## src/rtl/memory_arbiter_if.sv

```systemverilog
// Requester-side bundle for memory_arbiter: request payload in,
// accept strobe and read response out.
interface memory_arbiter_if;
    logic        enable;
    logic        command;
    logic [31:0] read_address;
    logic [31:0] write_address;
    logic [31:0] write_data;
    logic [31:0] write_mask;
    logic        ready;
    logic        valid;
    logic        error;
    logic [31:0] read_data;

    modport master (
        output enable, command,
        output read_address, write_address,
        output write_data, write_mask,
        input  ready, valid, error, read_data
    );

    modport slave (
        input  enable, command,
        input  read_address, write_address,
        input  write_data, write_mask,
        output ready, valid, error, read_data
    );
endinterface

```

## src/rtl/memory_arbiter.sv

```systemverilog
// Two-requester arbiter onto one memory port, one read outstanding.
// Define MEMORY_ARBITER_FIXED_PRIORITY_EN for fixed r0-first priority.
module memory_arbiter #(
    parameter int READ_TIMEOUT = 255
) (
    input  logic        clk,
    input  logic        reset,
    memory_arbiter_if.slave r0,
    memory_arbiter_if.slave r1,
    input  logic        memory_ready,
    input  logic        memory_valid,
    input  logic [31:0] read_memory_data,
    output logic        memory_enable,
    output logic        memory_command_out,
    output logic [31:0] read_memory_address,
    output logic [31:0] write_memory_address,
    output logic [31:0] write_memory_data,
    output logic [31:0] write_memory_mask
);

    localparam bit TMO_EN = READ_TIMEOUT > 0;
    localparam int CW =
        TMO_EN ? $clog2(READ_TIMEOUT + 1) : 1;
    localparam logic [CW-1:0] TMO = CW'(READ_TIMEOUT);

    typedef enum logic {
        IDLE,
        READ_WAIT
    } state_e;

    state_e        state_q, state_d;
    logic          owner_q, owner_d;
    logic [CW-1:0] cnt_q, cnt_d;

    logic any_req;
    logic win;
    logic win_cmd;
    logic accept;
    logic timeout_hit;
    logic done;

`ifdef MEMORY_ARBITER_FIXED_PRIORITY_EN
    always_comb begin
        win = ~r0.enable;
    end
`else
    // last_q names the requester granted most recently
    logic last_q, last_d;

    always_comb begin
        if (r0.enable && r1.enable) begin
            win = ~last_q;
        end else begin
            win = ~r0.enable;
        end
    end
`endif

    always_comb begin
        any_req = r0.enable | r1.enable;
        win_cmd = win ? r1.command : r0.command;
        accept  = (state_q == IDLE) & any_req & memory_ready;
        timeout_hit = TMO_EN && (cnt_q == TMO)
                      && !memory_valid;
        done = (state_q == READ_WAIT)
               & (memory_valid | timeout_hit);
    end

    always_ff @(posedge clk or negedge reset) begin
        if (!reset) begin
            state_q <= IDLE;
            owner_q <= 1'b0;
            cnt_q   <= '0;
`ifndef MEMORY_ARBITER_FIXED_PRIORITY_EN
            last_q  <= 1'b1;
`endif
        end else begin
            state_q <= state_d;
            owner_q <= owner_d;
            cnt_q   <= cnt_d;
`ifndef MEMORY_ARBITER_FIXED_PRIORITY_EN
            last_q  <= last_d;
`endif
        end
    end

    always_comb begin
        state_d = state_q;
        owner_d = owner_q;
        cnt_d   = cnt_q;
`ifndef MEMORY_ARBITER_FIXED_PRIORITY_EN
        last_d  = last_q;
`endif
        unique case (state_q)
            IDLE: begin
                if (accept) begin
`ifndef MEMORY_ARBITER_FIXED_PRIORITY_EN
                    last_d = win;
`endif
                    if (!win_cmd) begin
                        state_d = READ_WAIT;
                        owner_d = win;
                        cnt_d   = '0;
                    end
                end
            end
            READ_WAIT: begin
                if (done) begin
                    state_d = IDLE;
                end else if (TMO_EN) begin
                    cnt_d = cnt_q + 1'b1;
                end
            end
        endcase
    end

    logic        rsp_valid;
    logic        rsp_error;
    logic [31:0] rsp_data;

    always_comb begin
        memory_enable        = 1'b0;
        memory_command_out   = 1'b0;
        read_memory_address  = '0;
        write_memory_address = '0;
        write_memory_data    = '0;
        write_memory_mask    = '0;
        r0.ready  = 1'b0;
        r1.ready  = 1'b0;
        rsp_valid = 1'b0;
        rsp_error = 1'b0;
        rsp_data  = '0;
        if (reset) begin
            unique case (state_q)
                IDLE: begin
                    memory_enable = any_req;
                    if (any_req) begin
                        memory_command_out = win_cmd;
                        read_memory_address =
                            win ? r1.read_address
                                : r0.read_address;
                        write_memory_address =
                            win ? r1.write_address
                                : r0.write_address;
                        write_memory_data =
                            win ? r1.write_data
                                : r0.write_data;
                        write_memory_mask =
                            win ? r1.write_mask
                                : r0.write_mask;
                    end
                    r0.ready = accept & ~win;
                    r1.ready = accept & win;
                end
                READ_WAIT: begin
                    // memory_valid beats a coincident timeout
                    rsp_valid = done;
                    rsp_error = done & ~memory_valid;
                    if (memory_valid) begin
                        rsp_data = read_memory_data;
                    end
                end
            endcase
        end
    end

    always_comb begin
        r0.valid     = rsp_valid & ~owner_q;
        r0.error     = rsp_error & ~owner_q;
        r0.read_data = owner_q ? '0 : rsp_data;
        r1.valid     = rsp_valid & owner_q;
        r1.error     = rsp_error & owner_q;
        r1.read_data = owner_q ? rsp_data : '0;
    end

endmodule

```

## src/flat_wrapper.sv

```systemverilog
// flat-port wrapper written by rule: the top's interface ports become plain ports
module memory_arbiter_flat 
#(
    parameter int READ_TIMEOUT = 255
)
  (clk, reset, memory_ready, memory_valid, read_memory_data, memory_enable, memory_command_out, read_memory_address, write_memory_address, write_memory_data, write_memory_mask, r0_enable, r0_command, r0_read_address, r0_write_address, r0_write_data, r0_write_mask, r0_ready, r0_valid, r0_error, r0_read_data, r1_enable, r1_command, r1_read_address, r1_write_address, r1_write_data, r1_write_mask, r1_ready, r1_valid, r1_error, r1_read_data);
  memory_arbiter_if r0_i ();
  memory_arbiter_if r1_i ();
  input  logic clk;
  input  logic reset;
  input  logic memory_ready;
  input  logic memory_valid;
  input  logic [31:0] read_memory_data;
  output logic memory_enable;
  output logic memory_command_out;
  output logic [31:0] read_memory_address;
  output logic [31:0] write_memory_address;
  output logic [31:0] write_memory_data;
  output logic [31:0] write_memory_mask;
  input wire logic [$bits(r0_i.enable)-1:0] r0_enable;
  input wire logic [$bits(r0_i.command)-1:0] r0_command;
  input wire logic [$bits(r0_i.read_address)-1:0] r0_read_address;
  input wire logic [$bits(r0_i.write_address)-1:0] r0_write_address;
  input wire logic [$bits(r0_i.write_data)-1:0] r0_write_data;
  input wire logic [$bits(r0_i.write_mask)-1:0] r0_write_mask;
  output wire logic [$bits(r0_i.ready)-1:0] r0_ready;
  output wire logic [$bits(r0_i.valid)-1:0] r0_valid;
  output wire logic [$bits(r0_i.error)-1:0] r0_error;
  output wire logic [$bits(r0_i.read_data)-1:0] r0_read_data;
  input wire logic [$bits(r1_i.enable)-1:0] r1_enable;
  input wire logic [$bits(r1_i.command)-1:0] r1_command;
  input wire logic [$bits(r1_i.read_address)-1:0] r1_read_address;
  input wire logic [$bits(r1_i.write_address)-1:0] r1_write_address;
  input wire logic [$bits(r1_i.write_data)-1:0] r1_write_data;
  input wire logic [$bits(r1_i.write_mask)-1:0] r1_write_mask;
  output wire logic [$bits(r1_i.ready)-1:0] r1_ready;
  output wire logic [$bits(r1_i.valid)-1:0] r1_valid;
  output wire logic [$bits(r1_i.error)-1:0] r1_error;
  output wire logic [$bits(r1_i.read_data)-1:0] r1_read_data;
  assign r0_i.enable = r0_enable;
  assign r0_i.command = r0_command;
  assign r0_i.read_address = r0_read_address;
  assign r0_i.write_address = r0_write_address;
  assign r0_i.write_data = r0_write_data;
  assign r0_i.write_mask = r0_write_mask;
  assign r0_ready = r0_i.ready;
  assign r0_valid = r0_i.valid;
  assign r0_error = r0_i.error;
  assign r0_read_data = r0_i.read_data;
  assign r1_i.enable = r1_enable;
  assign r1_i.command = r1_command;
  assign r1_i.read_address = r1_read_address;
  assign r1_i.write_address = r1_write_address;
  assign r1_i.write_data = r1_write_data;
  assign r1_i.write_mask = r1_write_mask;
  assign r1_ready = r1_i.ready;
  assign r1_valid = r1_i.valid;
  assign r1_error = r1_i.error;
  assign r1_read_data = r1_i.read_data;
  memory_arbiter #(.READ_TIMEOUT(READ_TIMEOUT)) u_core (.clk(clk), .reset(reset), .r0(r0_i), .r1(r1_i), .memory_ready(memory_ready), .memory_valid(memory_valid), .read_memory_data(read_memory_data), .memory_enable(memory_enable), .memory_command_out(memory_command_out), .read_memory_address(read_memory_address), .write_memory_address(write_memory_address), .write_memory_data(write_memory_data), .write_memory_mask(write_memory_mask));
endmodule
```

## config.mk

```make
export PLATFORM = sky130hd
export DESIGN_NAME = memory_arbiter_flat
export DESIGN_NICKNAME = d
export VERILOG_FILES = /design/src/rtl/memory_arbiter_if.sv /design/src/rtl/memory_arbiter.sv /design/src/flat_wrapper.sv
export SDC_FILE = /design/constraint.sdc
export NUM_CORES = 1
export LEC_CHECK = 0
export CAP_MARGIN = 30
export CORE_AREA = 2 2 191 193
export CTS_BUF_LIST = sky130_fd_sc_hd__clkbuf_8 sky130_fd_sc_hd__clkbuf_16
export DETAILED_ROUTE_END_ITERATION = 7
export DIE_AREA = 0 0 193 195
export GPL_ROUTABILITY_DRIVEN = 0
export SLEW_MARGIN = 20
export SYNTH_ARGS = -nofsm -noshare
export SYNTH_HDL_FRONTEND = slang
export SYNTH_SLANG_ARGS = --single-unit
```

## constraint.sdc

```tcl
create_clock -name clk -period 2.3 [get_ports clk]
set_input_delay 0.575 -clock clk [delete_from_list [all_inputs] [get_ports clk]]
set_output_delay 0.575 -clock clk [all_outputs]
set_load 0.02 [all_outputs]
```

==> qor.csv, run 1 <==
metric,value,unit
critPathMaxFanout,7,
cts_buffers,3,
postSynthCellCount,578,
post-route-drc-count,0,
hold_path.class,reg2reg,
grt_pass1_vias,6349,
gr-total-overflow,0,
design_area,10900,um2
fin_crit,2.45,ns
num_vias,6309,
syn_area,2880,um2
arrival,1.87,ns
die_h,195,um
fmax,0.409,GHz
grt_usage,13.7,%
place_ws,-1.03,ns
status,"finished, violations left",
setup_violations,127,
reg2reg_to,u_core.cnt_q[4],
synth_fp_nets,875,
whs_path_depth,2,
synth_top_area_share,35.0,%
p_leak,0.00474,uW
grt_pass1_wl,38800,um
crit_path_end_kind,output pin,
clock_path_buffers,2,
cts-root-buf,clkbuf_16,
placed_area,9400,um2
clk_pin_slew,0.04,ns
initial_core_util,8.15,%
final_net_count,1452,
peakVddDrop,0.200,mV
maxCapViolCount,0,
worst_pin_slew,0.270,ns
hp-start,u_core.last_q,
drive_gt1_share,47.1,%
critPathKind,in2out,
via_per_inst,3.91,
row_count,69,
drtAntennaViolNets,0,
min_period_over_period,106,%
ioPinCount,496,
yosys.area.top_type,nand2_1,
synth_most_common_cell,nand2_1,
post-route-util,30.7,%
synth-seq-cells,11,
synth_cell_types,31,
reg2reg_slack,0.16,ns
grt_max_degree,33,
wl_per_cell,17.7,um
fin_setup_tns,-10.57,ns
syn2layout_area_growth,277,%
cts_tree,done,
coreArea,35400,um2
fin_skew,0.00261,ns
ff2ff_path_depth,9,
insertion_delay,0.24,ns
cp-start-kind,input port,
failed_checks,negative setup slack,
cts_hold_buf,0,
ys_seq_area_share,9.59,%
power.density,342,nW/um2
layoutNonFillerInstCount,1615,
worstReg2RegStart,u_core.last_q,
num-fill-cells,3731,
drv_slew,0,
ys.flop_type,dfrtp_1,
dp_cells,1560,
holdPathEnd,u_core.last_q,
hold_viol,0,
setup_slack,-0.147,ns
clock-sinks,11,
die_w,193,um
routed_wl,28600,um
syn_area_per_cell,4.99,um2
yosysWarnings,0,
drt_iter0_drc,175,
synthTopCellsByArea,"nand2_1, a21oi_1, and2_1, dfrtp_1, clkbuf_1",
antenna_found_initial,1,
synth_edf_count,0,
dr.pass1.iters,4,
die_area,37600,um2
h-tree-depth,1,
async_flop_share,100,%
hpwl,20000,um
num_antenna_cells,0,
portBuffers,495,
synth_common_cells,"nand2_1, a21oi_1, and2_1",
cp.required,1.73,ns
timing.slew.headroom,82.0,%
rsz0062_at_grt,true,
-- routing by layer --
metal	GRT usage (%)	vias up	routed length [um]
met4	1.54	0	337
met5	0	-	0
met2	25.8	330	14800
li1	-	3031	-
met3	3.15	21	2400
met1	15.9	2927	11000
-- logic make-up (layout without fill, tap and decap cells) --
group | count (synthesis) | in the layout | share of synthesized area [%]
simple gates | 360 | 360 | 54.2
compound gates | 149 | 149 | 27.9
buf+inv | 57 | 633 | 7.94
flops | 11 | 11 | 9.59
fa+ha+maj | 1 | 1 | 0.434
-- cells in the final DEF (no fill, tap or decap), types with 3 or more instances in the layout --
cell type	synthesis	final
clkdlybuf4s50_1	0	291
nand2_1	269	198
buf_4	0	138
a21oi_2	0	100
buf_6	2	72
and2_1	65	63
nand2_4	0	46
buf_2	0	40
buf_12	0	28
a21oi_4	0	24
nand2_2	1	23
clkdlybuf4s15_2	0	20
buf_16	0	11
dfrtp_1	10	10
o21ai_1	7	7
clkbuf_2	0	7
inv_1	5	6
nand3_1	7	6
clkbuf_16	0	6
a21oi_1	129	5
nor2_1	7	5
buf_8	0	5
clkdlybuf4s15_1	0	4
nand2_8	0	3
and3_4	0	3
bufbuf_16	0	3
-- layout make-up --
class / instances / area, um2 / share of cell area, %
inverters: 6 / 22.5 / 0.207
flip-flops and latches: 11 / 277 / 2.54
clock inverters: 1 / 3.75 / 0.0345
clock buffers: 3 / 75.1 / 0.691
well taps: 461 / 577 / 5.31
repair buffers: 623 / 6380 / 58.7
multi-input cells: 510 / 3530 / 32.5
-- state kept, by name, indices dropped and copies added, names as in the netlist --
register        flops
u_core.last_q       1
u_core.state_q      1
u_core.cnt_q        8
u_core.owner_q      1
-- worst max path at each step --
stage / from / to / slack, ns
floorplan: r1_enable / write_memory_address[10] / -0.04
global placement: r0_enable / write_memory_data[19] / -1.03
detailed placement: r1_enable / write_memory_data[19] / -1.03
CTS: u_core.last_q / write_memory_data[24] / -0.16
global route: u_core.last_q / write_memory_data[0] / -0.23
finish: r1_enable / write_memory_data[3] / -0.15
-- critical path: stages --
cell and delay [ns]:
buf_4 0.11, buf_4 0.10, o21ba_4 0.17, nand2_8 0.08
buf_12 0.15, bufbuf_16 0.27, buf_4 0.13, a21oi_2 0.12
buf_6 0.15
-- through the flow --
step	hold slack (ns)	power, uW
2_1_floorplan	0.279	1270
3_3_place_gp	0.455	2690
4_1_cts	0.472	3480
3_5_place_dp	0.463	2700
5_1_grt	0.507	3930
6_report	0.471	3720
-- what timing repair did --
| item | in CTS | in global routing |
|---|---|---|
| setup buffers | 22 | 16 |
| gates cloned | 16 | 3 |
| endpoints found under the hold margin | 0 | 0 |
| resized for setup | 909 | 206 |
| pin swaps | 22 | 92 |
| setup endpoints to repair | 204 | 161 |
-- power by group --
group          leakage [uW]  internal (uW)  switching, uW  total, uW
clock network     0.0000423            228           87.5        316
logic               0.00456           1640           1500       3140
registers          0.000141            238           26.0        264
Note: power is estimated with default switching activity, not from simulation.
==> inputs of run 2 (changes only) <==
--- a/config.mk
+++ b/config.mk
@@ -8,9 +8,12 @@
 export CAP_MARGIN = 30
 export CORE_AREA = 2 2 191 193
 export CTS_BUF_LIST = sky130_fd_sc_hd__clkbuf_8 sky130_fd_sc_hd__clkbuf_16
+export CTS_CLUSTER_SIZE = 10
 export DETAILED_ROUTE_END_ITERATION = 7
 export DIE_AREA = 0 0 193 195
 export GPL_ROUTABILITY_DRIVEN = 0
+export GPL_TIMING_DRIVEN = 0
+export PLACE_DENSITY = 0.42
 export SLEW_MARGIN = 20
 export SYNTH_ARGS = -nofsm -noshare
 export SYNTH_HDL_FRONTEND = slang
==> run 2 against run 1 <==
The run still ends with negative setup slack left. Flip-flop and latch count unchanged. Non-clock buffer count fell by 34. Global-route usage is 0.52 points higher. Register-to-register slack gained 0.11 ns. Count of clock-buffer cells in the layout unchanged. Utilization decreased by 1.2 points. Hold slack worse by 0.31 ns. Sequential power up 9.1%. Critical endpoint is now write_memory_address[19].
==> qor.csv, run 2 (synthesized netlist as in run 1, its figures left out) <==
metric,value,unit,change
status,"finished, violations left",,
failed_checks,negative setup slack,,
critPathTopFamily,flip-flops,,
fin_crit,2.47,ns,+0.0190 ns
worst_pin_slew,0.457,ns,+0.188 ns
dp_cells,1534,,-1.7%
placed_area,8840,um2,-6.0%
drt_iter0_drc,114,,-35%
timing.slew.headroom,69.4,%,-13 points
num-fill-cells,3888,,+4.2%
initial_core_util,8.15,%,unchanged
hold_viol,0,,unchanged
setup_slack,-0.166,ns,-0.0190 ns
cp-start-kind,flop,,
path_depth,7,,-2
die_w,193,um,unchanged
crit_path_end_kind,output pin,,
die_area,37600,um2,unchanged
rsz0062_at_grt,true,,
ioPinCount,496,,unchanged
coreArea,35400,um2,unchanged
slowest_delay,0.52,ns,+0.25 ns
grt_pass1_wl,39700,um,+2.4%
p_leak,0.00449,uW,-5.2%
maxCapViolCount,0,,unchanged
grt_pass1_vias,6111,,-3.7%
clock-sinks,11,,unchanged
num_antenna_cells,0,,unchanged
reg2reg_slack,0.27,ns,+0.11 ns
crit_chain,nand2b_4 -> and2_4 -> clkbuf_16 -> clkbuf_8 -> nand2_1 -> a21oi_2 -> buf_6,,
wl_per_cell,18.6,um,+5.0%
layout_commonest_cell,clkdlybuf4s50_1,,
clock_path_buffers,2,,unchanged
critPathCapture,write_memory_address[19],,
crit_start,u_core.last_q,,
layoutNonFillerInstCount,1581,,-2.1%
setup_violations,122,,-3.9%
slowest_stage,dfstp_2,,
reg2reg_to,u_core.cnt_q[4],,
cp.required,1.73,ns,about the same
cts_buffers,3,,unchanged
insertion_delay,0.24,ns,about the same
min_period_over_period,107,%,+0.83 points
routed_wl,29400,um,+2.8%
largest_reg_flops,8,,unchanged
die_h,195,um,unchanged
arrival,1.89,ns,+0.02 ns
num_vias,5987,,-5.1%
final_net_count,1418,,-2.3%
cts-root-buf,clkbuf_16,,
power.density,338,nW/um2,-1.3%
post-route-drc-count,0,,unchanged
fin_setup_tns,-10.71,ns,-0.138 ns
worst-path-buf-inv,3,,-3
largest_register,u_core.cnt_q,,
fin_skew,0.00362,ns,+0.00100 ns
critPathKind,reg2out,,
layout_common_cells,"clkdlybuf4s50_1, nand2_1, a21oi_2, buf_4, buf_6",,
worst_hold_slack,0.159,ns,-0.311 ns
hold_path.class,in2async,,
row_count,69,,unchanged
via_per_inst,3.79,,-3.1%
finalPower,3530,uW,-5.1%
antenna_found_initial,0,,-1
dr.pass1.iters,4,,unchanged
fmax,0.406,GHz,-0.77%
design_area,10400,um2,-3.9%
drtAntennaViolNets,0,,unchanged
drive_gt1_share,45.3,%,-1.9 points
grt_usage,14.2,%,+0.52 points
worstReg2RegStart,u_core.state_q,,
drv_slew,0,,unchanged
h-tree-depth,1,,unchanged
hpwl,23500,um,+17%
portBuffers,495,,unchanged
ff2ff_path_depth,9,,unchanged
grt_max_degree,15,,-55%
gr-total-overflow,0,,unchanged
critPathMaxFanout,10,,+3
clk_pin_slew,0.05,ns,about the same
cts_tree,done,,
syn2layout_area_growth,262,%,
peakVddDrop,0.222,mV,+11%
==> run 2: cell types whose count changed in the layout (fill, tap and decap cells not counted), moves of 10 or more <==
| cell | previous run | this run |
|---|---|---|
| buf_12 | 28 | 4 |
| buf_16 | 11 | 0 |
| buf_4 | 138 | 89 |
| buf_6 | 72 | 85 |
| clkbuf_16 | 6 | 23 |
| clkbuf_8 | 0 | 19 |
| nand2_1 | 198 | 210 |
| nand2_4 | 46 | 36 |
==> run 2: layer usage <==
metal,track usage [%],routed length (um),up-vias,part of all wire [%]
li1,-,-,2960,-
met5,0,0,-,0
met3,3.81,2660,11,9.0
met2,27.7,15600,296,53
met4,1.66,165,0,0.56
met1,15.3,11000,2720,37
==> run 2: cell type report <==
type	count	area [um2]	share of cell area, %
Clock inverter	1	5.00	0.0479
Inverter	6	22.5	0.216
Timing Repair Buffer	539	5170	49.5
Buffer	50	835	7.99
Clock buffer	3	75.1	0.719
Multi-Input combinational cell	510	3480	33.3
Tap cell	461	577	5.52
Sequential cell	11	278	2.66
==> run 2: what timing repair did <==
| item | 4_1_cts | 5_1_grt |
|---|---|---|
| gates resized for setup | 1178 | 178 |
| pin swaps | 33 | 67 |
| gates cloned | 9 | 4 |
| hold buffers | 0 | 0 |
| endpoints found under the setup margin | 202 | 179 |
| endpoints found under the hold margin | 0 | 0 |
| setup buffers | 18 | 13 |
==> run 2: through the flow <==
step                util (%)  setup slack [ns]
global placement        25.0             -2.13
detailed placement      25.0             -2.17
CTS                     27.8            -0.187
floorplan                  -           -0.0353
global route            29.5            -0.226
finish                  29.5            -0.166
==> run 2: how the worst min path moves through the flow <==
stage                     slack (ns)  cells past startpoint              end
after global placement          0.45                      2    u_core.last_q
after global routing            0.17                      1   u_core.state_q
final                           0.16                      1   u_core.state_q
after CTS                       0.16                      1   u_core.state_q
after detailed placement        0.45                      2    u_core.last_q
after floorplan                 0.28                      0  u_core.cnt_q[0]
==> run 2: where the power goes <==
| group | internal, uW | switching [uW] |
|---|---|---|
| sequential | 238 | 50.1 |
| combinational | 1500 | 1410 |
| clock | 231 | 95.9 |
| total | 1970 | 1560 |
==> run 2: worst reg2reg max path: stages (launching register included) <==
cell and delay [ns]:
dfrtp_1 0.36, buf_6 0.12, o21ba_4 0.25, buf_4 0.11
buf_4 0.10, nand2_2 0.07, o31a_1 0.26, buf_6 0.14
or4b_1 0.46, nand3_1 0.09
==> inputs of run 3 (changes only) <==
--- a/config.mk
+++ b/config.mk
@@ -14,6 +14,7 @@
 export GPL_ROUTABILITY_DRIVEN = 0
 export GPL_TIMING_DRIVEN = 0
 export PLACE_DENSITY = 0.42
+export REMOVE_ABC_BUFFERS = 1
 export SLEW_MARGIN = 20
 export SYNTH_ARGS = -nofsm -noshare
 export SYNTH_HDL_FRONTEND = slang
==> run 3 against run 2 <==
The flow still finishes with violations (negative setup slack). Critical path depth rose by 1. Utilization fell by 1.0 points. Global-route usage rose by 0.84 points. Clock power fell by 3%. First-iteration DRC count rose by 65%. Clock skew fell by 0.0017 ns. Wire length rose by 6.5%. Sequential power rose by 5%. Largest cell class unchanged. Largest power group unchanged. Highest routed layer unchanged.
==> qor.csv, run 3 (synthesized netlist as in run 1, its figures left out) <==
metric,value,unit,change
portBuffers,495,,unchanged
arrival,1.92,ns,+0.03 ns
multi_input_area,3250,um2,-6.7%
fin_crit,2.50,ns,+0.0328 ns
rsz0062_at_grt,true,,
pwr-share-seq,8.7,%,+0.5 points
post-route-drc-count,0,,unchanged
ioPinCount,496,,unchanged
num-fill-cells,3858,,-0.77%
layout_commonest_cell,clkdlybuf4s50_1,,
antenna_found_initial,0,,unchanged
die_h,195,um,unchanged
via_per_inst,3.87,,+2.3%
hold_path.class,in2async,,
grt_usage,15.0,%,+0.84 points
dr.pass1.iters,4,,unchanged
maxCapViolCount,0,,unchanged
cts_hold_buf,0,,unchanged
setup_slack,-0.199,ns,-0.0328 ns
finalPower,3460,uW,-1.8%
clk_pin_slew,0.04,ns,about the same
critPathMaxFanout,6,,-4
grt_pass1_wl,41100,um,+3.6%
min_period_over_period,109,%,+1.4 points
hpwl,19800,um,-15%
h-tree-depth,1,,unchanged
switchingPower,1560,uW,+0.20%
clock_path_buffers,2,,unchanged
wl_per_cell,20.0,um,+7.8%
row_count,69,,unchanged
combinationalPowerShare,82.2,%,-0.4 points
insertion_delay,0.24,ns,about the same
final_net_count,1399,,-1.3%
placed_area,8400,um2,-4.9%
cts_buffers,3,,unchanged
num_vias,6053,,+1.1%
drive_gt1_share,38.9,%,-6.4 points
internal_power,1900,uW,-3.4%
setup_violations,104,,-15%
cts_tree,done,,
cp-start-kind,flop,,
critPathKind,reg2out,,
die_area,37600,um2,unchanged
largest_register,u_core.cnt_q,,
gr-total-overflow,0,,unchanged
drt_iter0_drc,188,,+65%
coreArea,35400,um2,unchanged
fmax,0.400,GHz,-1.3%
cts-root-buf,clkbuf_16,,
peakVddDrop,0.506,mV,+130%
post-route-util,28.5,%,-1.0 points
failed_checks,negative setup slack,,
timing.slew.headroom,66.6,%,-2.9 points
routed_wl,31300,um,+6.5%
use_met2,27.3,%,-0.42 points
hold_viol,0,,unchanged
drv_slew,0,,unchanged
p_clk_share,9.1,%,-0.2 points
grt_use_met3,2.41,%,-1.4 points
worst_pin_slew,0.500,ns,+0.0428 ns
syn2layout_area_growth,250,%,
use_met1,19.0,%,+3.6 points
worst_hold_slack,0.146,ns,-0.0134 ns
initial_core_util,8.15,%,unchanged
fin_skew,0.00188,ns,-0.00174 ns
crit_path_end_kind,output pin,,
power.density,343,nW/um2,+1.7%
drtAntennaViolNets,0,,unchanged
p_leak,0.00430,uW,-4.4%
layout_common_cells,"clkdlybuf4s50_1, nand2_1, buf_4, buf_6, a21oi_2",,
cp.required,1.73,ns,about the same
place_ws,-1.65,ns,+0.516 ns
largest_reg_flops,8,,unchanged
grt_max_degree,33,,+18
die_w,193,um,unchanged
clock-sinks,11,,unchanged
status,"finished, violations left",,
grt_pass1_vias,5709,,-6.6%
design_area,10100,um2,-3.4%
switching_share,45.1,%,+0.91 points
regArea,282,um2,+1.4%
grt_busiest_layer,met2,,
run 3: cell count changes in the layout (fill, tap and decap cells not counted), sizes merged:
cell and change:
and2 +4, buf -1, bufbuf +1, clkbuf -49, clkdlybuf4s15 +18, clkinv -1, diode +1, dlygate4sd2 +5
inv +1, nand2 +3
run 3: metrics by stage:
step	setup TNS (ns)	instances
3_5_place_dp	-269.86	1491
2_1_floorplan	-227.60	527
3_3_place_gp	-767.10	1483
5_1_grt	-19.49	1562
4_1_cts	-13.19	1556
6_report	-11.64	1563
run 3: area by class of cell:
class | instances | share of cell area [%]
diodes | 1 | 0.0248
clock buffers | 3 | 0.744
clock inverters | 1 | 0.0372
inverters | 6 | 0.223
multi-input cells | 517 | 32.2
flip-flops and latches | 11 | 2.79
well taps | 461 | 5.72
repair buffers | 563 | 58.3
run 3: worst paths after layout:
check,startpoint,endpoint,slack [ns],cells past startpoint
setup / recovery,u_core.last_q,write_memory_mask[29],-0.20,8
hold / removal,reset,u_core.cnt_q[0],0.15,1
setup reg to reg,u_core.cnt_q[0],u_core.cnt_q[2],0.13,7
hold reg to reg,u_core.last_q,u_core.last_q,0.47,2
max in group asynchronous,reset,u_core.last_q,1.94,1
min in group clk,u_core.last_q,u_core.last_q,0.47,2
run 3: power groups by stage:
| stage | clock network [uW] | logic [uW] | registers, uW |
|---|---|---|---|
| 3_5_place_dp | 0 | 2020 | 295 |
| 6_report | 316 | 2850 | 301 |
| 3_3_place_gp | 0 | 2080 | 297 |
| 5_1_grt | 335 | 3010 | 310 |
| 2_1_floorplan | 0 | 850 | 281 |
| 4_1_cts | 321 | 2610 | 289 |
run 3: critical path: stages (launching register included):
cell      delay [ns]
dfstp_2         0.53
nand2b_4        0.15
and2_4          0.25
buf_6           0.15
buf_12          0.12
buf_16          0.13
nand2_1         0.07
a21oi_2         0.13
buf_6           0.14
run 3: metal layers:
metal	up-vias	share of wire, %
met5	-	0
met4	0	1.4
met3	20	6.0
met2	232	51
met1	2866	42
li1	2935	-
run 3: what timing repair did:
action                                 4_1_cts  5_1_grt
endpoints found under the hold margin        0        0
buffers inserted                            38        8
gates cloned                                23        2
setup endpoints to repair                  201      195
pin swaps                                   20       71
gates resized for setup                    968      236
==> patch 1, RTL diff (flow settings as in run 2) <==
Reset style: synchronous (`reset`), changed in one clocked block.
--- a/src/rtl/memory_arbiter.sv
+++ b/src/rtl/memory_arbiter.sv
@@ -67,5 +67,5 @@
     end
 
-    always_ff @(posedge clk or negedge reset) begin
+    always_ff @(posedge clk) begin
         if (!reset) begin
             state_q <= IDLE;
Function: same outputs for any inputs over 4 cycles, from zero or initial values and one cycle with reset low; that may be too few to reach the edited logic, so the function may still have changed.
==> patch 1 against run 2 <==
  * The flow still finishes with violations (negative setup slack)
  * Sequential cell count unchanged
  * Setup slack improved by 82 ps
  * Final area grew 2.1%
  * Via count rose by 2.8%
  * Synthesized area grew 18%
  * Total power down 22%
  * Clock power down 2%
  * Wire length fell by 1.1%
  * Critical endpoint is now write_memory_address[7]
==> patch 1: results (changes against run 2) <==
| Item | Value | Unit | vs run 2 |
|:---|:---|:---|:---|
| Min Hold Slack | 503 | ps | +343 ps |
| Failing checks | negative setup slack | - |  |
| R2r endpoint | u_core.cnt_q[4]$_SDFFE_PN0P_ | - |  |
| Post-layout nets | 1426 | - | +0.56% |
| Wire length of the first global-routing pass | 39300 | um | -1.1% |
| HP Class | flop to flop | - |  |
| Number of failing setup endpoints in the final timing report | 52 | - | -57% |
| Overall power consumption | 0.00276 | W | -22% |
| Met1 Usage GRT | 14.4 | % | -0.97 points |
| Highest routed layer | met5 | - |  |
| Leading register cell type out of synthesis | dfxtp_1 | - |  |
| TritonRoute pass-1 iters | 6 | - | +2 |
| Post-DP HPWL | 22300 | um | -4.8% |
| Slew at the pin with the worst max-slew slack | 462 | ps | +5.09 ps |
| Worst setup margin | -83.3 | ps | +82.4 ps |
| CP peak stage delay | 170 | ps | -350 ps |
| Crit Path Max Fanout | 7 | - | -3 |
| Repair and plain buffers | 592 | - | +0.51% |
| Fraction of cell area in non-clock buffers | 57.5 | % | about the same |
| Met2 wire length | 15500 | um | -0.16% |
| Final worst clock skew | 0.377 | ps | -3.24 ps |
| Result of the run | complete, but fails checks | - |  |
| Fraction of final layout cells sized beyond drive strength 1 | 44.2 | % | -1.0 points |
| Net Count, Synth | 880 | - | +0.57% |
| WL met3 | 2590 | um | -2.6% |
| Number of multi-input combinational cells | 516 | - | +1.2% |
| Global-route usage over all layers | 13.8 | % | -0.36 points |
| Number of diodes added for antenna fixing | 2 | - | +2 |
| Non-clock inverter count | 5 | - | -1 |
| Length of routed wiring on met1 | 10600 | um | -3.3% |
| Synth top area cells | nand2_1, a21oi_2, and2_1 | - |  |
[patch 1: repair_timing]
| item | CTS | global route |
|---|---|---|
| setup endpoints to repair | 200 | 186 |
| cloned | 10 | 6 |
| resized for setup | 976 | 322 |
| buffers inserted | 22 | 20 |
| pin swaps | 41 | 91 |
[patch 1: power by group]
group | switching (W) | internal [W]
clock network | 0.0000901 | 0.000229
logic | 0.00103 | 0.00121
registers | 0.00000639 | 0.000195
[patch 1: kinds of logic (layout without fill, tap and decap cells)]
| family | Yosys count | count (layout) | share of synthesized area (%) |
|---|---|---|---|
| mux | 1 | 1 | 0.293 |
| flops | 11 | 11 | 6.45 |
| compound gates | 152 | 152 | 36.1 |
| fa+ha+maj | 1 | 1 | 0.366 |
| simple gates | 362 | 362 | 46.4 |
| buf+inv | 56 | 601 | 10.4 |
| other cells | 0 | 2 | 0 |
[patch 1: worst max-delay path, delay by kind of cell]
family / cells / cell delay (ps)
buffers and inverters: 6 / 760
AO/OA/AOI/OAI: 1 / 150
AND/OR/NAND/NOR: 3 / 290
[patch 1: worst max-delay path by stage]
| stage | start | cells past startpoint | to |
|---|---|---|---|
| after floorplan | r1_enable | 7 | read_memory_address[12] |
| after global placement | reset | 6 | r1_read_data[27] |
| after global routing | r1_enable | 10 | write_memory_address[0] |
| after CTS | r1_enable | 11 | write_memory_address[3] |
| after detailed placement | r1_enable | 8 | read_memory_address[7] |
| final | r1_enable | 10 | write_memory_address[7] |
[patch 1: metrics by stage]
| stage | util, % | TNS (ps) | instances |
|---|---|---|---|
| final | 30.1 | -1790 | 1591 |
| after global routing | 30.1 | -5140 | 1589 |
| after CTS | 28.2 | -9530 | 1575 |
| after detailed placement | 25.3 | -231000 | 1539 |
| after global placement | 25.3 | -227830 | 1539 |
| after floorplan | - | 0 | 583 |
==> patch 2, RTL diff (flow settings as in run 2) <==
Made on the original files. `READ_TIMEOUT` is set to 255 in 2 places; all go to 510.
--- a/src/rtl/memory_arbiter.sv
+++ b/src/rtl/memory_arbiter.sv
@@ -2,5 +2,5 @@
 // Define MEMORY_ARBITER_FIXED_PRIORITY_EN for fixed r0-first priority.
 module memory_arbiter #(
-    parameter int READ_TIMEOUT = 255
+    parameter int READ_TIMEOUT = 510
 ) (
     input  logic        clk,
--- a/src/flat_wrapper.sv
+++ b/src/flat_wrapper.sv
@@ -2,5 +2,5 @@
 module memory_arbiter_flat 
 #(
-    parameter int READ_TIMEOUT = 255
+    parameter int READ_TIMEOUT = 510
 )
   (clk, reset, memory_ready, memory_valid, read_memory_data, memory_enable, memory_command_out, read_memory_address, write_memory_address, write_memory_data, write_memory_mask, r0_enable, r0_command, r0_read_address, r0_write_address, r0_write_data, r0_write_mask, r0_ready, r0_valid, r0_error, r0_read_data, r1_enable, r1_command, r1_read_address, r1_write_address, r1_write_data, r1_write_mask, r1_ready, r1_valid, r1_error, r1_read_data);
Formal check against the unedited RTL: no difference found for any inputs over 4 cycles, from zero or initial values and one cycle with reset low; that may be too few to reach the edited logic, so the function may still have changed.
==> patch 2 against run 2 <==
  * The flow still finishes with violations (negative setup slack)
  * Highest routed layer unchanged
  * Fmax decreased by 1.3%
  * Sequential share of layout area grew 0.55 points
  * Wire length down 3.5%
  * Total power is 12% lower
  * Final area is 9.3% lower
  * Synthesized area up 2.1%
  * Synthesized cell count grew 1.0%
  * Sequential cell count grew 1
  * Setup slack got worse by 34 ps
==> patch 2: results (changes against run 2) <==
| Item | Value | Unit | vs run 2 |
|:---|:---|:---|:---|
| Result of the run | complete, but fails checks | - |  |
| Failing checks | negative setup slack | - |  |
| Number of standard cells after synthesis | 584 | - | +1.0% |
| Slowest CP cell | dfstp_2 | - |  |
| Number of diodes added for antenna fixing | 0 | - | unchanged |
| Static leakage | 4.14 | nW | -7.8% |
| Number of failing hold endpoints at the final stage | 0 | - | unchanged |
| Drt wl/cell | 18.2 | um | -2.0% |
| Synth top cells by count | nand2_1, a21oi_1, and2_1, clkbuf_1, dfrtp_1 | - |  |
| DP Cell Count | 1542 | - | +0.52% |
| Root cell of the clock tree | clkbuf_16 | - |  |
| Number of design-rule violations left by the first detailed-router iteration | 171 | - | +50% |
| CP peak stage delay | 530 | ps |  |
| Final worst clock skew | 2.79 | ps | -0.830 ps |
| Maximum VDD drop | 0.187 | mV | -16% |
| Buffers on Ports | 495 | - | unchanged |
| Pin count of the biggest net entering global routing | 16 | - | +1 |
| Post-DP HPWL | 23900 | um | +2.1% |
| CTS H-tree lvls | 1 | - | unchanged |
| Global-route usage over all layers | 13.5 | % | -0.67 points |
| Net Count, Synth | 882 | - | +0.80% |
| Synth top area cells | nand2_1, a21oi_1, and2_1 | - |  |
| Fraction of final layout cells sized beyond drive strength 1 | 37.6 | % | -7.7 points |
| Count of cell types in the netlist | 33 | - | +6.5% |
| Clock Path Buffers | 2 | - | unchanged |
| Number of flip-flops under the largest register name | 9 | - | +1 |
| Via density per instance | 3.82 | - | +0.76% |
| Instance area after placement | 0.00882 | mm2 | -0.14% |
| Sequential-to-total area share from yosys stat | 10.2 | % | +0.65 points |
| Crit Path Max Fanout | 10 | - | unchanged |
| Number of failing setup endpoints in the final timing report | 127 | - | +4.1% |
| Post-detailed-routing wire length | 28400 | um | -3.5% |
| Cell type contributing the most total cell area after synthesis | nand2_1 | - |  |
| TritonRoute pass-1 iters | 5 | - | +1 |
| Number of antenna violations at the first check in global routing | 1 | - | +1 |
| Clock latency at the later pin of the worst-skew pair | 240 | ps | about the same |
| Post-layout nets | 1395 | - | -1.6% |
| Vias in the first global route | 5957 | - | -2.5% |
| Worst setup margin | -199 | ps | -33.7 ps |
| Share of flip-flops with an asynchronous set or reset | 100 | % | unchanged |
| Clock buffer count from CTS | 3 | - | unchanged |
| Total overflow reported by the global router | 0 | - | unchanged |
| Relative max-transition margin | 79.5 | % | +10 points |
| Wire length of the first global-routing pass | 38000 | um | -4.2% |
| HP Class | primary input to async pin | - |  |
| Arr. time, crit path | 1920 | ps | +30 ps |
[patch 2: cell count changes after synthesis, moves of 2 or more]
cell / delta
nor2_1: +2
buf_2: +9
clkbuf_1: -7
and3_1: +3
nand3_1: -3
nand2_1: -2
[patch 2: logic make-up after synthesis]
kind of cell,synth area share [%]
buffers and inverters,7.99
AND/OR/NAND/NOR,53.5
adder cells (fa/ha/maj),0.850
flip-flops,10.2
AO/OA/AOI/OAI,27.4
[patch 2: cell type report]
cell class,instances,area [um2]
buffer,50,628
clock buffer,3,75.1
clock inverter,1,3.75
fill,3995,25900
inverter,5,21.3
multi-input combinational,515,3070
sequential,12,304
tap,461,577
timing repair buffer,510,4800
[patch 2: path summary, 6_finish.rpt]
kind	start	endpoint	slack (ps)	cells after the start
setup / recovery	u_core.last_q$_DFFE_PN1P_	write_memory_mask[9]	-200	7
hold / removal	reset	u_core.cnt_q[7]$_DFFE_PN0P_	140	1
setup reg to reg	u_core.cnt_q[0]$_DFFE_PN0P_	u_core.cnt_q[3]$_DFFE_PN0P_	530	9
hold reg to reg	u_core.last_q$_DFFE_PN1P_	u_core.last_q$_DFFE_PN1P_	470	2
max in group asynchronous	reset	u_core.last_q$_DFFE_PN1P_	1940	1
min in group clk	u_core.last_q$_DFFE_PN1P_	u_core.last_q$_DFFE_PN1P_	470	2
[patch 2: where the power goes]
part	switching (W)	leakage (nW)	internal (W)
clock	0.0000921	0.0423	0.000229
sequential	0.0000486	0.154	0.000256
combinational	0.00126	3.95	0.00124
total	0.00140	4.14	0.00172
[patch 2: repair_timing]
item / CTS / global route
setup buffers: 1 / 6
pin swaps: 1 / 45
gates resized for setup: 818 / 330
cloned: 1 / 5
endpoints found under the setup margin: 202 / 197
[patch 2: worst register-to-register path, delay by kind of cell, from the launching register on]
| kind | cells | cell delay, ps |
|---|---|---|
| AOI/OAI and AO/OA | 3 | 570 |
| adders and majority gates | 1 | 140 |
| DFF | 1 | 370 |
| and+or+nand+nor | 2 | 310 |
| buffers and inverters | 3 | 260 |
[patch 2: through the flow]
| step | worst slack, ps | setup TNS (ps) | total power [W] |
|---|---|---|---|
| after floorplan | -12.9 | -636 | 0.00125 |
| after global placement | -2350 | -360520 | 0.00251 |
| after detailed placement | -2110 | -335050 | 0.00253 |
| after CTS | -305 | -27740 | 0.00292 |
| after global routing | -282 | -26250 | 0.00333 |
| final | -199 | -15440 | 0.00312 |
[patch 2: layer usage]
layer / up-vias / wire (um) / track usage (%)
met2: 320 / 15100 / 26.7
met1: 2691 / 10600 / 15.0
li1: 2919 / - / -
met3: 11 / 2570 / 2.97
met4: 0 / 108 / 1.07
met5: - / 0 / 0
